<file path="config.mk">
export PLATFORM = sky130hd
export DESIGN_NAME = fbuf_wr_ctrl_flat
export DESIGN_NICKNAME = d
export VERILOG_FILES = /design/src/rtl/fbuf_wr_ctrl_pkg.sv /design/src/rtl/fbuf_wr_ctrl_if.sv /design/src/rtl/fbuf_addr_gen.sv /design/src/rtl/fbuf_wr_ctrl.sv /design/src/flat_wrapper.sv
export SDC_FILE = /design/constraint.sdc
export NUM_CORES = 1
export LEC_CHECK = 0
export ABC_AREA = 1
export BUFFER_PORTS_ARGS = -buffer_cell sky130_fd_sc_hd__buf_2
export CORE_MARGIN = 3
export CORE_UTILIZATION = 52
export DETAILED_ROUTE_END_ITERATION = 6
export PLACE_DENSITY = 0.86
export RECOVER_POWER = 50
export SLEW_MARGIN = 30
export SYNTH_ARGS = -nofsm -noshare
export SYNTH_HDL_FRONTEND = slang
export SYNTH_SLANG_ARGS = --single-unit
</file>
<file path="constraint.sdc">
create_clock -name i_clk -period 2.31 [get_ports i_clk]
set_clock_uncertainty 0.15 [all_clocks]
set_input_delay 0.462 -clock i_clk [delete_from_list [all_inputs] [get_ports i_clk]]
set_output_delay 0.462 -clock i_clk [all_outputs]
set_load 0.05 [all_outputs]
</file>
<file path="src/rtl/fbuf_wr_ctrl_pkg.sv">
// rtl/fbuf_wr_ctrl_pkg.sv - state encoding and parameter defaults shared by the frame buffer write controller
package fbuf_wr_ctrl_pkg;

    localparam int DEF_DATA_WIDTH = 16;
    localparam int DEF_FBUF_DEPTH = 230400;
    localparam int DEF_ADDR_WIDTH = 18;
    localparam int DEF_BURST_LEN  = 16;

    typedef enum logic [1:0] {
        ST_IDLE      = 2'd0,
        ST_WAIT_DATA = 2'd1,
        ST_BURST     = 2'd2
    } wr_state_t;

endpackage

</file>
<file path="src/rtl/fbuf_wr_ctrl_if.sv">
// rtl/fbuf_wr_ctrl_if.sv - camera FIFO read side and frame buffer write side of the write controller
interface fbuf_wr_ctrl_if
    import fbuf_wr_ctrl_pkg::*;
#(
    parameter int DATA_WIDTH = DEF_DATA_WIDTH,
    parameter int ADDR_WIDTH = DEF_ADDR_WIDTH
);
    logic                  i_almostempty;
    logic                  o_rd;
    logic [DATA_WIDTH-1:0] i_rdata;
    logic                  o_wr;
    logic [ADDR_WIDTH-1:0] o_waddr;
    logic [DATA_WIDTH-1:0] o_wdata;
    logic                  o_pix_valid;
    logic                  o_frame_done;

    modport master (
        input  i_almostempty,
        input  i_rdata,
        output o_rd,
        output o_wr,
        output o_waddr,
        output o_wdata,
        output o_pix_valid,
        output o_frame_done
    );

    modport slave (
        output i_almostempty,
        output i_rdata,
        input  o_rd,
        input  o_wr,
        input  o_waddr,
        input  o_wdata,
        input  o_pix_valid,
        input  o_frame_done
    );

endinterface

</file>
<file path="src/rtl/fbuf_addr_gen.sv">
// rtl/fbuf_addr_gen.sv - linear frame buffer write address with wrap at frame end and frame_done pulse
module fbuf_addr_gen
    import fbuf_wr_ctrl_pkg::*;
#(
    parameter int FBUF_DEPTH = DEF_FBUF_DEPTH,
    parameter int ADDR_WIDTH = DEF_ADDR_WIDTH
) (
    input  logic                  i_clk,
    input  logic                  i_rst,
    input  logic                  i_wr,
    input  logic                  i_clr,
    output logic [ADDR_WIDTH-1:0] o_addr,
    output logic                  o_frame_done
);

    localparam logic [ADDR_WIDTH-1:0] LAST_ADDR = ADDR_WIDTH'(FBUF_DEPTH - 1);

    logic [ADDR_WIDTH-1:0] r_addr;
    logic                  w_at_end;

    assign w_at_end = (r_addr == LAST_ADDR);

    // r_addr is the address of the write presented this cycle; a clear still lets that write land
    always_ff @(posedge i_clk or posedge i_rst) begin
        if (i_rst) begin
            r_addr <= '0;
        end else if (i_clr || (i_wr && w_at_end)) begin
            r_addr <= '0;
        end else if (i_wr) begin
            r_addr <= r_addr + ADDR_WIDTH'(1);
        end
    end

    assign o_addr       = r_addr;
    assign o_frame_done = i_wr && w_at_end;

endmodule

</file>
<file path="src/rtl/fbuf_wr_ctrl.sv">
// rtl/fbuf_wr_ctrl.sv - burst scheduler from camera FIFO to frame buffer write port
// Optional statistics counters are built when FBUF_WR_STATS_EN is defined.
module fbuf_wr_ctrl
    import fbuf_wr_ctrl_pkg::*;
#(
    parameter int DATA_WIDTH = DEF_DATA_WIDTH,
    parameter int FBUF_DEPTH = DEF_FBUF_DEPTH,
    parameter int ADDR_WIDTH = DEF_ADDR_WIDTH,
    parameter int BURST_LEN  = DEF_BURST_LEN
) (
    input  logic           i_clk,
    input  logic           i_rst,
    input  logic           i_flush,
    input  logic           i_sof,
    fbuf_wr_ctrl_if.master io_bus,
    output logic           o_busy,
    output logic [15:0]    o_frame_cnt,
    output logic [7:0]     o_resync_cnt
);

    localparam int                    CNT_W      = $clog2(BURST_LEN + 1);
    localparam logic [CNT_W-1:0]      BURST_LAST = CNT_W'(BURST_LEN - 1);
    localparam logic [ADDR_WIDTH-1:0] PIX_LAST   = ADDR_WIDTH'(FBUF_DEPTH - 1);

    wr_state_t             r_state;
    wr_state_t             w_next;
    logic [CNT_W-1:0]      r_burst_cnt;
    logic [ADDR_WIDTH-1:0] r_rd_cnt;
    logic                  r_wr;
    logic                  r_clr_pend;
    logic                  w_rd;
    logic                  w_busy;
    logic                  w_start;
    logic                  w_resync;
    logic                  w_last_pix;
    logic                  w_burst_end;
    logic                  w_addr_clr;
    logic                  w_frame_done;
    logic [ADDR_WIDTH-1:0] w_waddr;

    assign w_start     = i_sof && !i_flush && (r_state == ST_IDLE);
    assign w_resync    = i_sof && !i_flush && (r_state != ST_IDLE);
    assign w_last_pix  = (r_rd_cnt == PIX_LAST);
    assign w_burst_end = (r_burst_cnt == BURST_LAST);

    always_ff @(posedge i_clk or posedge i_rst) begin
        if (i_rst) begin
            r_state <= ST_IDLE;
        end else begin
            r_state <= w_next;
        end
    end

    always_comb begin
        w_next = r_state;
        if (i_flush) begin
            w_next = ST_IDLE;
        end else begin
            case (r_state)
                ST_IDLE: begin
                    if (i_sof) w_next = ST_WAIT_DATA;
                end
                ST_WAIT_DATA: begin
                    if (!i_sof && !io_bus.i_almostempty) w_next = ST_BURST;
                end
                ST_BURST: begin
                    // a burst is cut short at the last pixel so it never spans two frames
                    if (i_sof)            w_next = ST_WAIT_DATA;
                    else if (w_last_pix)  w_next = ST_IDLE;
                    else if (w_burst_end) w_next = ST_WAIT_DATA;
                end
                default: w_next = ST_IDLE;
            endcase
        end
    end

    always_comb begin
        w_rd   = 1'b0;
        w_busy = 1'b0;
        case (r_state)
            ST_WAIT_DATA: w_busy = 1'b1;
            ST_BURST: begin
                w_rd   = 1'b1;
                w_busy = 1'b1;
            end
            default: begin
                w_rd   = 1'b0;
                w_busy = 1'b0;
            end
        endcase
    end

    // r_clr_pend holds a resync address clear back one cycle so the in-flight read lands at the old address
    always_ff @(posedge i_clk or posedge i_rst) begin
        if (i_rst) begin
            r_burst_cnt <= '0;
            r_rd_cnt    <= '0;
            r_wr        <= 1'b0;
            r_clr_pend  <= 1'b0;
        end else begin
            r_wr       <= w_rd && !i_flush;
            r_clr_pend <= w_resync;
            if ((r_state == ST_BURST) && (w_next == ST_BURST)) begin
                r_burst_cnt <= r_burst_cnt + CNT_W'(1);
            end else begin
                r_burst_cnt <= '0;
            end
            if (i_flush || i_sof) begin
                r_rd_cnt <= '0;
            end else if (w_rd) begin
                r_rd_cnt <= r_rd_cnt + ADDR_WIDTH'(1);
            end
        end
    end

    assign w_addr_clr = i_flush || w_start || r_clr_pend;

    fbuf_addr_gen #(
        .FBUF_DEPTH (FBUF_DEPTH),
        .ADDR_WIDTH (ADDR_WIDTH)
    ) u_addr_gen (
        .i_clk        (i_clk),
        .i_rst        (i_rst),
        .i_wr         (r_wr),
        .i_clr        (w_addr_clr),
        .o_addr       (w_waddr),
        .o_frame_done (w_frame_done)
    );

    // FIFO data arrives the cycle after o_rd, which is exactly when r_wr is high
    assign io_bus.o_rd         = w_rd;
    assign io_bus.o_wr         = r_wr;
    assign io_bus.o_pix_valid  = r_wr;
    assign io_bus.o_wdata      = r_wr ? io_bus.i_rdata : '0;
    assign io_bus.o_waddr      = w_waddr;
    assign io_bus.o_frame_done = w_frame_done;
    assign o_busy              = w_busy;

`ifdef FBUF_WR_STATS_EN
    logic [15:0] r_frame_cnt;
    logic [7:0]  r_resync_cnt;

    always_ff @(posedge i_clk or posedge i_rst) begin
        if (i_rst) begin
            r_frame_cnt  <= '0;
            r_resync_cnt <= '0;
        end else begin
            if (w_frame_done && (r_frame_cnt != 16'hFFFF)) begin
                r_frame_cnt <= r_frame_cnt + 16'd1;
            end
            if (w_resync && (r_resync_cnt != 8'hFF)) begin
                r_resync_cnt <= r_resync_cnt + 8'd1;
            end
        end
    end

    assign o_frame_cnt  = r_frame_cnt;
    assign o_resync_cnt = r_resync_cnt;
`else
    assign o_frame_cnt  = '0;
    assign o_resync_cnt = '0;
`endif

endmodule

</file>
<file path="src/flat_wrapper.sv">
// flat-port wrapper written by rule: the top's interface ports become plain ports
module fbuf_wr_ctrl_flat import fbuf_wr_ctrl_pkg::*;
#(
    parameter int DATA_WIDTH = DEF_DATA_WIDTH,
    parameter int FBUF_DEPTH = DEF_FBUF_DEPTH,
    parameter int ADDR_WIDTH = DEF_ADDR_WIDTH,
    parameter int BURST_LEN  = DEF_BURST_LEN
)
  (i_clk, i_rst, i_flush, i_sof, o_busy, o_frame_cnt, o_resync_cnt, io_bus_i_almostempty, io_bus_i_rdata, io_bus_o_rd, io_bus_o_wr, io_bus_o_waddr, io_bus_o_wdata, io_bus_o_pix_valid, io_bus_o_frame_done);
  fbuf_wr_ctrl_if #(.DATA_WIDTH(DATA_WIDTH), .ADDR_WIDTH(ADDR_WIDTH)) io_bus_i ();
  input  logic i_clk;
  input  logic i_rst;
  input  logic i_flush;
  input  logic i_sof;
  output logic o_busy;
  output logic [15:0] o_frame_cnt;
  output logic [7:0] o_resync_cnt;
  input wire logic [$bits(io_bus_i.i_almostempty)-1:0] io_bus_i_almostempty;
  input wire logic [$bits(io_bus_i.i_rdata)-1:0] io_bus_i_rdata;
  output wire logic [$bits(io_bus_i.o_rd)-1:0] io_bus_o_rd;
  output wire logic [$bits(io_bus_i.o_wr)-1:0] io_bus_o_wr;
  output wire logic [$bits(io_bus_i.o_waddr)-1:0] io_bus_o_waddr;
  output wire logic [$bits(io_bus_i.o_wdata)-1:0] io_bus_o_wdata;
  output wire logic [$bits(io_bus_i.o_pix_valid)-1:0] io_bus_o_pix_valid;
  output wire logic [$bits(io_bus_i.o_frame_done)-1:0] io_bus_o_frame_done;
  assign io_bus_i.i_almostempty = io_bus_i_almostempty;
  assign io_bus_i.i_rdata = io_bus_i_rdata;
  assign io_bus_o_rd = io_bus_i.o_rd;
  assign io_bus_o_wr = io_bus_i.o_wr;
  assign io_bus_o_waddr = io_bus_i.o_waddr;
  assign io_bus_o_wdata = io_bus_i.o_wdata;
  assign io_bus_o_pix_valid = io_bus_i.o_pix_valid;
  assign io_bus_o_frame_done = io_bus_i.o_frame_done;
  fbuf_wr_ctrl #(.DATA_WIDTH(DATA_WIDTH), .FBUF_DEPTH(FBUF_DEPTH), .ADDR_WIDTH(ADDR_WIDTH), .BURST_LEN(BURST_LEN)) u_core (.i_clk(i_clk), .i_rst(i_rst), .i_flush(i_flush), .i_sof(i_sof), .io_bus(io_bus_i), .o_busy(o_busy), .o_frame_cnt(o_frame_cnt), .o_resync_cnt(o_resync_cnt));
endmodule
</file>
==> results of run 1 <==
==> critical path: cells and delay by family (launching register included) <==
family / cells / cell delay (ps)
AND/OR/NAND/NOR: 4 / 530
flip-flops: 1 / 410
buffers and inverters: 1 / 190
adder cells (fa/ha/maj): 1 / 150
==> metal layers <==
layer / part of all wire, % / vias up
met5: 0 / -
met4: 2.6 / 0
met3: 4.6 / 14
met2: 50 / 73
met1: 43 / 1166
li1: - / 1265
==> through the flow <==
step | cells | area [µm²]
after floorplan | 403 | 2960
after global placement | 506 | 3160
after detailed placement | 506 | 3160
after CTS | 515 | 3260
after global routing | 521 | 3290
final | 521 | 3290
==> cell families (layout without fill, tap and decap cells) <==
| logic type | after synthesis | after routing | synth area share (%) |
|---|---|---|---|
| buffers and inverters | 92 | 140 | 15.9 |
| DFF | 45 | 45 | 39.7 |
| other | 1 | 24 | 0.132 |
| adders and majority gates | 8 | 8 | 3.53 |
| AOI/OAI and AO/OA | 38 | 38 | 7.20 |
| xor gates and xnor gates | 11 | 11 | 3.40 |
| and+or+nand+nor | 185 | 185 | 30.1 |
==> what timing repair did <==
item | in CTS | in global routing
pin swaps | 0 | 4
endpoints found under the setup margin | 1 | 1
resized for setup | 2 | 3
setup buffers | 1 | 6
==> state kept, by name, summed over array words and instances, names as in the netlist <==
signal	flops
u_core.r_rd_cnt	18
u_core.u_addr_gen.o_addr	18
u_core.r_burst_cnt	5
u_core.r_state	2
u_core.io_bus.o_pix_valid	1
u_core.r_clr_pend	1
==> final timing paths <==
kind,start,depth (start not counted),end
max in group asynchronous,i_rst,3,u_core.r_state[1]$_DFF_PP0_
min reg2reg,u_core.r_burst_cnt[0]$_DFF_PP0_,1,u_core.r_burst_cnt[0]$_DFF_PP0_
max reg2reg,u_core.r_state[0]$_DFF_PP0_,5,u_core.u_addr_gen.o_addr[10]$_DFFE_PP0P_
max,u_core.u_addr_gen.o_addr[1]$_DFFE_PP0P_,6,io_bus_o_frame_done
min,i_rst,2,u_core.u_addr_gen.o_addr[16]$_DFFE_PP0P_
min in group i_clk,i_flush,2,u_core.r_state[1]$_DFF_PP0_
==> layout make-up <==
class                      instances  area, µm²
fill                             464       1920
multi-input combinational        266       1380
sequential                        45       1130
timing repair buffer              70        368
inverter                          62        233
tap                               70       87.6
clock buffer                       6       72.6
clock inverter                     2       15.0
==> cells in the final DEF, fill, tap and decap left out, drive strengths merged <==
cell and instances:
nand2 77, nor2 65, inv 62, buf 58, dfrtp 45, conb 24
a21oi 19, o21ai 18, nor3 18, clkbuf 18, nand3 16, ha 8
xor2 7, nand4 4, xnor2 4, nor4 3, clkinvlp 2, a211oi 1
and3 1, nor3b 1
==> where the power goes <==
part           total (µW)  switching (µW)  internal, µW
combinational         215             178          37.0
clock                 489             276           213
sequential            795            4.22           791
==> metrics.txt, run 1 <==
status=complete, no violations; Syn Area/Cell=7.46 µm²; Hold WS=118 ps; met2 Use GR=34.5%; row count=26; DR iter-0 viols=124; CP startpoint kind=flop; GRT met1 Usage=24.3%; Max Clock Freq=455 MHz; Max Slew Vio Count=0; vias in the first global route=2410; NumNets Final=479; CTS sink cnt=45; Clock transition at path regs=90 ps; initial antenna violation count=0; RSZ-0062 raised after global routing=false; Synth Instances=380; worst rel slew slack=51.8%; total power=1500 µW; GRT Overall Usage=19.9%; Skew-Pair Late Insertion Delay=300 ps; die area=0.00637 mm²; via count=2518; ys async rst share=100%; peak supply drop=347 µV; Crit path required time=1700 ps; global routing's busiest layer=met2; TritonCTS clock tree=yes; Layout area overhead=16.0%; CP Cell Sequence=ha_4, nand2_2, nor3_4, nand2_2, nor4_4, buf_6; WL final=6.05 mm; Post-synth EDFFs=0; slowest CP cell=dfrtp_2; Worst EP arrival=1580 ps; Vias per Instance=4.83; die width=79.8 µm; Post-DP HPWL=4.54 mm; TNS Setup=0 ps; Pleak=0.00170 µW; max-cap violations=0; most numerous cell in the Yosys netlist=nand2_1; CP peak stage delay=410 ps; CP max FO=3; H-tree lvl count=2; final core occ=63.2%; clk buf depth=2; Port Buf Inserts=59; fraction of layout cells with a size suffix above 1=23.5%; Congestion Overflow GR=0; CTS Hold Bufs=0; # diodes=0; warnings from Yosys=0; largest net degree at the start of global routing=28; starting density of the core=54.4%; CTS Buf Count=5; # setup viols final=0; Synth top area share=39.7%; Yosys top cell by area=dfrtp_1; WL per Instance=11.6 µm; synthesized flop and latch total=45; Distinct cells, synth=32; Hold Crit Class=primary input to asynchronous set/reset pin; DP Worst Slack=248 ps; mapped cell area=0.00283 mm²; Root Driver=clkbuf_8; PD cells=456 mW/mm²; GR Util met3=3.61%; core area=0.00520 mm²; most frequent cells after synthesis=nand2_1 (72), inv_1 (57), nor2_1 (53), dfrtp_1 (45), buf_4 (26); first-pass GRT wire length=10.3 mm; Crit path top cell by count=nand2_2; Die Height=79.8 µm; Worst Setup End Kind=output port; Worst Tran Pin Value=722 ps; DRT antenna net count=0; # DRC=0; IO Pins=84; Seq/Total Area, Yosys=39.7%; fin worst setup slack=113 ps; crit share post-route=95.1%; R2R Setup Slk=300 ps; DRT Pass-1 Iters=5; Post-synth top flop=dfrtp_1; Tmin final=2200 ps; Crit Path Category=flop to output port; Hold Fails Final Rpt=0; top post-synthesis cells by area=dfrtp_1 (40%), nand2_1 (9.5%), inv_1 (7.5%); GPL Wtd Cong=0.867
(Power assumes the default switching activity.)
==> inputs of run 2 (changes only) <==
--- a/config.mk
+++ b/config.mk
@@ -10,7 +10,7 @@
 export CORE_MARGIN = 3
 export CORE_UTILIZATION = 52
 export DETAILED_ROUTE_END_ITERATION = 6
-export PLACE_DENSITY = 0.86
+export PLACE_DENSITY = 0.8
 export RECOVER_POWER = 50
 export SLEW_MARGIN = 30
 export SYNTH_ARGS = -nofsm -noshare
==> metrics.txt, run 2 (synthesized netlist as in run 1, its figures left out) <==
status=complete, no violations; Tmin final=2230 ps; Skew-Pair Late Insertion Delay=310 ps; final core occ=63.4%; largest net degree at the start of global routing=28; # setup viols final=0; most common cell after layout, fill and taps aside=nand2_1; NetSw=445 µW; Int Pwr=1070 µW; # DRC=0; CTS Buf Count=5; IO Pins=84; WL final=6.09 mm; vias in the first global route=2322; starting density of the core=54.4%; Crit path required time=1700 ps; H-tree lvl count=2; Vias per Instance=4.71; Hold Fails Final Rpt=0; Max Clock Freq=447 MHz; worst rel slew slack=7.22%; CTS Hold Bufs=0; Root Driver=clkbuf_8; combinational share of power=14.4%; Worst Setup End Kind=output port; DRT Pass-1 Iters=4; Worst Tran Pin Value=1390 ps; PD cells=460 mW/mm²; # diodes=0; NumNets Final=481; clk buf depth=2; GPL Wtd Cong=0.917; initial antenna violation count=0; Crit Path Category=flop to output port; max-cap violations=0; RSZ-0062 raised after global routing=false; TritonCTS clock tree=yes; CP max FO=4; Die Height=79.8 µm; core area=0.00520 mm²; Clock transition at path regs=90 ps; Post-DP HPWL=4.62 mm; sw frac=29.3%; Port Buf Inserts=59; clock power share=33.2%; Pleak=0.00173 µW; Layout area overhead=16.5%; most frequent cells in the layout=nand2_1 (72), inv_1 (57), nor2_1 (53); CTS sink cnt=45; GRT Overall Usage=19.6%; Hold WS=4.31 ps; fillers=472; Hold Crit Class=primary input to asynchronous set/reset pin; die area=0.00637 mm²; Max Slew Vio Count=0; DR iter-0 viols=117; Worst EP arrival=1620 ps; WL per Instance=11.6 µm; peak supply drop=366 µV; crit share post-route=96.7%; Seq pwr share=52.3%; CP startpoint kind=flop; row count=26; DRT antenna net count=0; die width=79.8 µm; Congestion Overflow GR=0; fraction of layout cells with a size suffix above 1=22.7%; first-pass GRT wire length=9.83 mm; via count=2465; R2R Setup Slk=340 ps
## run 2: area by class of cell
type                    count  area [µm²]  area share, %
well taps                  70        87.6           2.65
inverters                  62         233           7.05
repair buffers             72         382           11.6
clock buffers               8        90.1           2.73
flip-flops and latches     45        1130           34.4
multi-input cells         266        1380           41.6
## run 2: what timing repair did
item / in CTS / in global routing
endpoints found under the setup margin: 1 / 1
setup buffers: 4 / 3
gates cloned: 0 / 0
resized for setup: 2 / 1
pin swaps: 1 / 1
## run 2: power by group through the flow
| stage | combinational [µW] | clock (µW) | sequential, µW |
|---|---|---|---|
| 3_5_place_dp | 222 | 0 | 811 |
| 5_1_grt | 237 | 551 | 796 |
| 4_1_cts | 224 | 526 | 795 |
| 6_report | 219 | 505 | 795 |
| 3_3_place_gp | 219 | 0 | 811 |
| 2_1_floorplan | 208 | 0 | 812 |
## run 2: final timing paths
check / depth (start not counted) / endpoint / start
worst min-delay path: 2 / u_core.u_addr_gen.o_addr[10]$_DFFE_PP0P_ / i_rst
min in group i_clk: 2 / u_core.r_state[1]$_DFF_PP0_ / i_flush
max in group asynchronous: 3 / u_core.r_burst_cnt[1]$_DFF_PP0_ / i_rst
worst max register to register: 7 / u_core.u_addr_gen.o_addr[5]$_DFFE_PP0P_ / u_core.r_state[0]$_DFF_PP0_
worst max-delay path: 7 / io_bus_o_frame_done / u_core.u_addr_gen.o_addr[4]$_DFFE_PP0P_
worst min register to register: 1 / u_core.r_burst_cnt[0]$_DFF_PP0_ / u_core.r_burst_cnt[0]$_DFF_PP0_
## run 2: per-stage QoR
stage	instance area [µm²]	TNS [ps]	setup slack, ps	power (µW)	std cells
final	3300	0	75.2	1520	523
after global routing	3300	0	6.43	1580	523
after CTS	3300	0	16.3	1550	520
after detailed placement	3180	0	254	1030	508
after global placement	3180	0	304	1030	508
after floorplan	2960	-55.0	-55.0	1020	403
## run 2: routing by layer
metal  wire (µm)  up-vias  GRT usage [%]
met4         111        0           9.12
met1        2580     1132           22.7
met5           0        -              0
met2        3130       58           34.5
li1            -     1265              -
met3         264       10           4.06
## run 2: worst max-delay path: stages (launching register included)
cell and delay, ps:
dfrtp_2 410, nand2_4 70, inv_2 50, nand2_2 60, nor3_4 200, nand2_2 100
nor4_4 230, buf_6 190
